--- src/rtl/ntt_pkg.sv ---
// Shared NTT constants and helpers: default data width, modulus Q,
// K = clog2(Q) and the Barrett constant MU = floor(2^(2K)/Q).
package ntt_pkg;

  localparam int unsigned DATA_WIDTH = 18;

  function automatic int unsigned clog2(input longint unsigned v);
    int unsigned r;
    longint unsigned x;
    r = 0;
    x = (v > 0) ? v - 1 : 0;
    while (x > 0) begin
      r++;
      x = x >> 1;
    end
    return r;
  endfunction

  function automatic longint unsigned barrett_mu(input longint unsigned q);
    int unsigned k;
    k = clog2(q);
    return (64'd1 << (2 * k)) / q;
  endfunction

  localparam int unsigned Q  = 12289;
  localparam int unsigned K  = clog2(Q);
  localparam longint unsigned MU = barrett_mu(Q);

endpackage

--- src/rtl/barrett_reduce.sv ---
// Barrett reduction of a 2K-bit product modulo Q over two stall-gated stages
// (quotient estimate, then subtract and up to two conditional corrections).
module barrett_reduce
  import ntt_pkg::*;
#(
  parameter  int unsigned Q  = ntt_pkg::Q,
  localparam int unsigned KB = clog2(Q)
) (
  input  logic            clk,
  input  logic            rst_n,
  input  logic            en,
  input  logic [2*KB-1:0] p,
  input  logic            zero,
  output logic [KB-1:0]   t
);

  localparam logic [KB:0]   MU_V = (KB+1)'(barrett_mu(Q));
  localparam logic [KB+1:0] Q_R  = (KB+2)'(Q);

  logic [2*KB-1:0] p3;
  logic [KB:0]     qh3;
  logic            z3;
  logic [2*KB+1:0] qh_prod;
  logic [KB:0]     qh_next;
  logic [KB+1:0]   r0, r1, r2;

  always_comb begin
    qh_prod = (2*KB+2)'(p[2*KB-1:KB-1]) * (2*KB+2)'(MU_V);
    qh_next = (KB+1)'(qh_prod >> (KB+1));
  end

  // The estimate is at most 2 below the true quotient, so r < 3Q fits in K+2 bits.
  always_comb begin
    r0 = (KB+2)'((2*KB+2)'(p3) - (2*KB+2)'(qh3) * (2*KB+2)'(Q));
    r1 = (r0 >= Q_R) ? r0 - Q_R : r0;
    r2 = (r1 >= Q_R) ? r1 - Q_R : r1;
  end

  always_ff @(posedge clk or negedge rst_n) begin
    if (!rst_n) begin
      p3  <= '0;
      qh3 <= '0;
      z3  <= 1'b0;
      t   <= '0;
    end else if (en) begin
      p3  <= p;
      qh3 <= qh_next;
      z3  <= zero;
      t   <= z3 ? '0 : KB'(r2);
    end
  end

endmodule

--- src/rtl/mod_mult_pipe.sv ---
// Pipelined (b*w) mod Q with valid/ready handshake and tag passthrough.
// Define MODMUL_RANGE_CHECK_EN to flag operands >= Q (sticky err_range, result zeroed).
module mod_mult_pipe
  import ntt_pkg::*;
#(
  parameter int unsigned WIDTH = DATA_WIDTH,
  parameter int unsigned Q     = ntt_pkg::Q,
  parameter int unsigned TAG_W = 8
) (
  input  logic             clk,
  input  logic             rst_n,
  input  logic             in_valid,
  output logic             in_ready,
  input  logic [WIDTH-1:0] in_b,
  input  logic [WIDTH-1:0] in_w,
  input  logic [TAG_W-1:0] in_tag,
  output logic             out_valid,
  input  logic             out_ready,
  output logic [WIDTH-1:0] out_t,
  output logic [TAG_W-1:0] out_tag,
  output logic             err_range
);

  localparam int unsigned KW = clog2(Q);

  logic             stall;
  logic [3:0]       vld;
  logic [TAG_W-1:0] tag_sr [4];
  logic [KW-1:0]    b1, w1;
  logic [2*KW-1:0]  p2;
  logic             zero2;
  logic [KW-1:0]    t_k;

  assign stall     = out_valid && !out_ready;
  assign in_ready  = !stall;
  assign out_valid = vld[3];
  assign out_tag   = tag_sr[3];
  assign out_t     = WIDTH'(t_k);

  // Rigid shift register: while unstalled in_ready=1, so in_valid is the transfer.
  always_ff @(posedge clk or negedge rst_n) begin
    if (!rst_n) begin
      vld <= '0;
      for (int unsigned i = 0; i < 4; i++) tag_sr[i] <= '0;
      b1  <= '0;
      w1  <= '0;
      p2  <= '0;
    end else if (!stall) begin
      vld       <= {vld[2:0], in_valid};
      tag_sr[0] <= in_tag;
      for (int unsigned i = 1; i < 4; i++) tag_sr[i] <= tag_sr[i-1];
      b1        <= in_b[KW-1:0];
      w1        <= in_w[KW-1:0];
      p2        <= (2*KW)'(b1) * (2*KW)'(w1);
    end
  end

  barrett_reduce #(.Q(Q)) u_barrett (
    .clk   (clk),
    .rst_n (rst_n),
    .en    (!stall),
    .p     (p2),
    .zero  (zero2),
    .t     (t_k)
  );

`ifdef MODMUL_RANGE_CHECK_EN
  localparam logic [WIDTH-1:0] Q_W = WIDTH'(Q);

  logic bad_in, bad1, bad2, err_q;

  assign bad_in = (in_b >= Q_W) || (in_w >= Q_W);

  always_ff @(posedge clk or negedge rst_n) begin
    if (!rst_n) begin
      bad1  <= 1'b0;
      bad2  <= 1'b0;
      err_q <= 1'b0;
    end else begin
      if (!stall) begin
        bad1 <= in_valid && bad_in;
        bad2 <= bad1;
      end
      if (in_valid && !stall && bad_in) err_q <= 1'b1;
    end
  end

  assign zero2     = bad2;
  assign err_range = err_q;
`else
  logic unused_hi;
  assign unused_hi = ^{in_b[WIDTH-1:KW], in_w[WIDTH-1:KW]};
  assign zero2     = 1'b0;
  assign err_range = 1'b0;
`endif

endmodule

--- config.mk ---
export PLATFORM = sky130hd
export DESIGN_NAME = mod_mult_pipe
export DESIGN_NICKNAME = d
export VERILOG_FILES = /design/src/rtl/ntt_pkg.sv /design/src/rtl/barrett_reduce.sv /design/src/rtl/mod_mult_pipe.sv
export SDC_FILE = /design/constraint.sdc
export NUM_CORES = 1
export LEC_CHECK = 0
export BUFFER_PORTS_ARGS = -buffer_cell sky130_fd_sc_hd__buf_4
export CAP_MARGIN = 25
export CORE_MARGIN = 2
export CORE_UTILIZATION = 55
export CTS_CLUSTER_DIAMETER = 30
export DETAILED_ROUTE_END_ITERATION = 12
export PLACE_DENSITY_LB_ADDON = 0.1
export SKIP_LAST_GASP = 1
export SYNTH_ARGS = -nofsm -noshare
export SYNTH_HDL_FRONTEND = slang
export SYNTH_SLANG_ARGS = --single-unit
--- constraint.sdc ---
create_clock -name clk -period 8.3 [get_ports clk]
set_clock_uncertainty 0.1 [all_clocks]
set_input_delay 1.66 -clock clk [delete_from_list [all_inputs] [get_ports clk]]
set_output_delay 1.66 -clock clk [all_outputs]
set_load 0.1 [all_outputs]
==> flow_summary_export.csv <==
group,metric,value,unit
yosys,synth_cell_type_count,78,
sta,worstMarginPinSlew,0.8522,ns
floorplan,initial_utilization,55.47,%
global_routing,grt_start_max_net_pins,119,
critical_path,reg2reg_from,"u_barrett.qh3[0]$_DFFE_PN0N_",
clock_network,cts_resized,0,
sta,hold_viol,0,
drt,first_iter_violations,565,
min_path,holdCritPathClass,"reg2reg",
global_routing,first_global_vias,13250,
drt,wire_per_inst,15.01,um
clock_network,cts_setup_buffers,0,
clock_network,cts_root_buffer,"clkbuf_16",
yosys,synth_compound_area_share,8.529,%
final_layout,antenna_cells,0,
yosys,synth-simple-area-share,16.68,%
drt,drc,0,
sta,setup_viol,0,
drt,drtAntennaViolNets,0,
final_layout,nFillCells,2972,
sta,max_freq,0.1317,GHz
clock_network,clkTransAtPathRegs,0.06,ns
critical_path,path_buf_inv,3,
final_layout,drive_above_1_share,6.127,%
yosys,synth_warnings,0,
clock_network,clk_path_buf_depth,2,
sta,fin_setup_tns,0,ns
global_routing,grt.overflow.total,0,
yosys,synth_xor_area_share,3.728,%
outcome,status,"completed",
min_path,min_to,"tag_sr[24]$_DFFE_PN0N_",
drt,via_per_inst,5.297,
drt,dr.pass1.iters,5,
yosys,postSynthAreaPerCell,8.902,um2
yosys,synth-edff-count,0,
yosys,synth_ff_type,"dfrtp_1",
yosys,synthAdderAreaFrac,42.53,%
global_routing,grt_usage,23.46,%
sta,grt_setup_unrepaired,"no",
yosys,synth.mux.area_fraction,0.2927,%
clock_network,clk_latency,0.43,ns
clock_network,htreeDepth,4,
critical_path,worst-endpoint-arrival,7.85,ns
clock_network,cts_hold_buffers,0,
yosys,synth-seq-cells,137,
clock_network,clock-sinks,137,
critical_path,crit_chain,"ha_1 -> ha_1 -> fa_1 -> ha_1 -> inv_1 -> fa_1 -> inv_1 -> fa_1 -> fa_1 -> nand2b_1 -> a21oi_1 -> o22ai_2 -> o21a_1 -> or4_1 -> o31a_1 -> o21a_1 -> xnor2_1 -> inv_1 -> ha_1 -> nor4_1 -> nand4_2 -> o21ai_2 -> mux2_1 -> a21oi_1",
critical_path,r2r_cells,24,
place,gp_congestion,0.8520,
floorplan,die-area,0.03411,mm2
global_routing,grt_pass1_wl,64290,um
sta,fin_crit,7.593,ns
critical_path,max_stage_delay,0.52,ns
sta,maxSlewViolCount,0,
critical_path,critPathMaxFanout,9,
final_layout,nets,2562,
drt,routed_wl,37260,um
drt,num_vias,13150,
clock_network,cts_buffers,17,
yosys,synthCells,2017,
critical_path,critPathKind,"reg2reg",
critical_path,cp-end-kind,"flip-flop",
floorplan,rows,66,
global_routing,antenna_found_initial,0,
sta,relSlewSlack,43.18,%
place,io_buffers,63,
clock_network,cts_tree,"built",
critical_path,r2r_setup_slack,0.71,ns
floorplan,boundaryPins,77,
yosys,synthArstFlopShare,100.0,%
final_layout,syn_to_final_growth,7.470,%
min_path,min-delay-start,"tag_sr[24]$_DFFE_PN0N_",
yosys,synth_top_family_by_area,"adder cells",
yosys,synth-seq-area-share,19.09,%
critical_path,crit_path_top_delay_cell,"fa_1",
floorplan,die_w,184.7,um
run,cap_violations,0,
floorplan,fp.dieH,184.7,um
critical_path,critPathTopFamily,"adder cells",
yosys,netlist_area,0.01796,mm2
critical_path,startpoint_type,"flip-flop",
critical_path,reg2reg_to,"u_barrett.t[1]$_DFFE_PN0N_",
min_path,holdPathStages,2,
critical_path,required,8.56,ns
sta,finalCritPeriodShare,91.48,%
place,dpl.hpwl,29590,um
floorplan,core,0.03237,mm2
cell usage after synthesis (3+ instances only):
| library cell | instances | area (um2) |
|---|---|---|
| nand2_1 | 387 | 1453 |
| inv_1 | 338 | 1269 |
| ha_1 | 276 | 3453 |
| fa_1 | 209 | 4184 |
| dfrtp_1 | 137 | 3428 |
| and2_1 | 90 | 563.0 |
| a21oi_1 | 80 | 400.4 |
| nor2_1 | 66 | 247.7 |
| clkbuf_1 | 59 | 221.5 |
| o21ai_0 | 53 | 265.3 |
| xnor2_1 | 44 | 385.4 |
| xor2_1 | 28 | 245.2 |
| nor3_1 | 19 | 95.09 |
| a21o_1 | 17 | 127.6 |
| buf_4 | 13 | 97.59 |
| nand3_1 | 12 | 60.06 |
| and3_1 | 10 | 62.56 |
| o21a_1 | 10 | 75.07 |
| o21ai_1 | 9 | 45.04 |
| nand2b_1 | 8 | 50.05 |
| nor4_1 | 8 | 50.05 |
| o211ai_1 | 8 | 60.06 |
| or3_1 | 8 | 50.05 |
| a211oi_1 | 7 | 52.55 |
| o21bai_1 | 7 | 52.55 |
| a31oi_1 | 6 | 37.54 |
| buf_1 | 6 | 22.52 |
| nor3b_1 | 6 | 45.04 |
| o31ai_1 | 5 | 37.54 |
| a211o_1 | 4 | 35.03 |
| a41oi_1 | 4 | 35.03 |
| buf_2 | 4 | 20.02 |
| nand4_1 | 4 | 25.02 |
| nor2b_1 | 4 | 25.02 |
| o2111ai_1 | 4 | 35.03 |
| or2_2 | 4 | 25.02 |
| a2111oi_0 | 3 | 26.28 |
| mux2i_1 | 3 | 30.03 |
| nand4b_1 | 3 | 26.28 |
| o31a_1 | 3 | 26.28 |
flip-flops by register name, summed over array words and instances, names as in the netlist:
signal         count
b1                14
p2                28
w1                14
tag_sr            24
u_barrett.t       14
out_tag            8
u_barrett.p3      16
vld                4
u_barrett.qh3     15
metal layers:
metal  global-route usage, %  vias to the layer above  wire length, um
li1                        -                     6413                -
met1                   32.63                     6494            17700
met2                   38.86                      203            17830
met3                   3.478                       36             1199
met4                   5.429                        0              530
met5                       0                        -                0
metrics by stage:
stage	setup WS, ns	cells	hold WS, ns	utilization (%)	cell area, um2
after floorplan	1.400	2021	0.3300	-	17970
after global placement	0.7971	2451	0.3492	57.78	18700
after detailed placement	0.6871	2451	0.3556	57.78	18700
after CTS	0.6518	2481	0.3699	59.53	19270
after global routing	0.1429	2482	0.3885	59.61	19300
final	0.7068	2482	0.3661	59.61	19300
worst reg2reg max path: stages (launching register included):
cell and delay (ns):
dfrtp_1 0.44, ha_1 0.36, ha_1 0.20, fa_1 0.44, ha_1 0.28, inv_1 0.05, fa_1 0.52, inv_1 0.05
fa_1 0.50, fa_1 0.47, nand2b_1 0.19, a21oi_1 0.28, o22ai_2 0.18, o21a_1 0.27, or4_1 0.51, o31a_1 0.17
o21a_1 0.25, xnor2_1 0.30, inv_1 0.08, ha_1 0.23, nor4_1 0.47, nand4_2 0.32, o21ai_2 0.35, mux2_1 0.36
a21oi_1 0.14
cells by family (layout without fill, tap and decap cells):
group | count (synthesis) | in the layout
simple gates | 651 | 651
other cells | 1 | 5
compound gates | 242 | 242
xor+xnor | 74 | 74
fa+ha+maj | 485 | 485
mux | 5 | 5
flops | 137 | 137
buf+inv | 422 | 441
cells in the final DEF (no fill, tap or decap), drive strengths merged, types with 19 or more instances in the layout:
master  count
inv       345
nor2       66
dfrtp     137
ha        276
clkbuf     19
a21oi      80
nor3       19
xor2       28
fa        209
o21ai      63
buf        71
and2       91
xnor2      45
nand2     387
layout make-up:
cell class                      instances  area [um2]  area share, %
Clock inverter                         11       112.6         0.5835
Inverter                              340        1281          6.639
Clock buffer                           19       452.9          2.347
Sequential cell                       137        3428          17.77
Tap cell                              442       553.0          2.866
Timing Repair Buffer                   71       556.8          2.885
Multi-Input combinational cell       1462       12910          66.91
worst max-delay path by stage:
| stage | slack [ns] | cells after the start | end | startpoint |
|---|---|---|---|---|
| after global routing | 0.14 | 24 | u_barrett.t[1]$_DFFE_PN0N_ | u_barrett.qh3[0]$_DFFE_PN0N_ |
| after global placement | 0.80 | 24 | u_barrett.t[1]$_DFFE_PN0N_ | u_barrett.qh3[0]$_DFFE_PN0N_ |
| final | 0.71 | 24 | u_barrett.t[1]$_DFFE_PN0N_ | u_barrett.qh3[0]$_DFFE_PN0N_ |
| after floorplan | 1.40 | 24 | u_barrett.t[1]$_DFFE_PN0N_ | u_barrett.qh3[0]$_DFFE_PN0N_ |
| after detailed placement | 0.69 | 24 | u_barrett.t[1]$_DFFE_PN0N_ | u_barrett.qh3[0]$_DFFE_PN0N_ |
| after CTS | 0.65 | 24 | u_barrett.t[1]$_DFFE_PN0N_ | u_barrett.qh3[0]$_DFFE_PN0N_ |
Power is not shown: default switching activity piles up to over one toggle a cycle in this logic, so the estimate is an artifact.
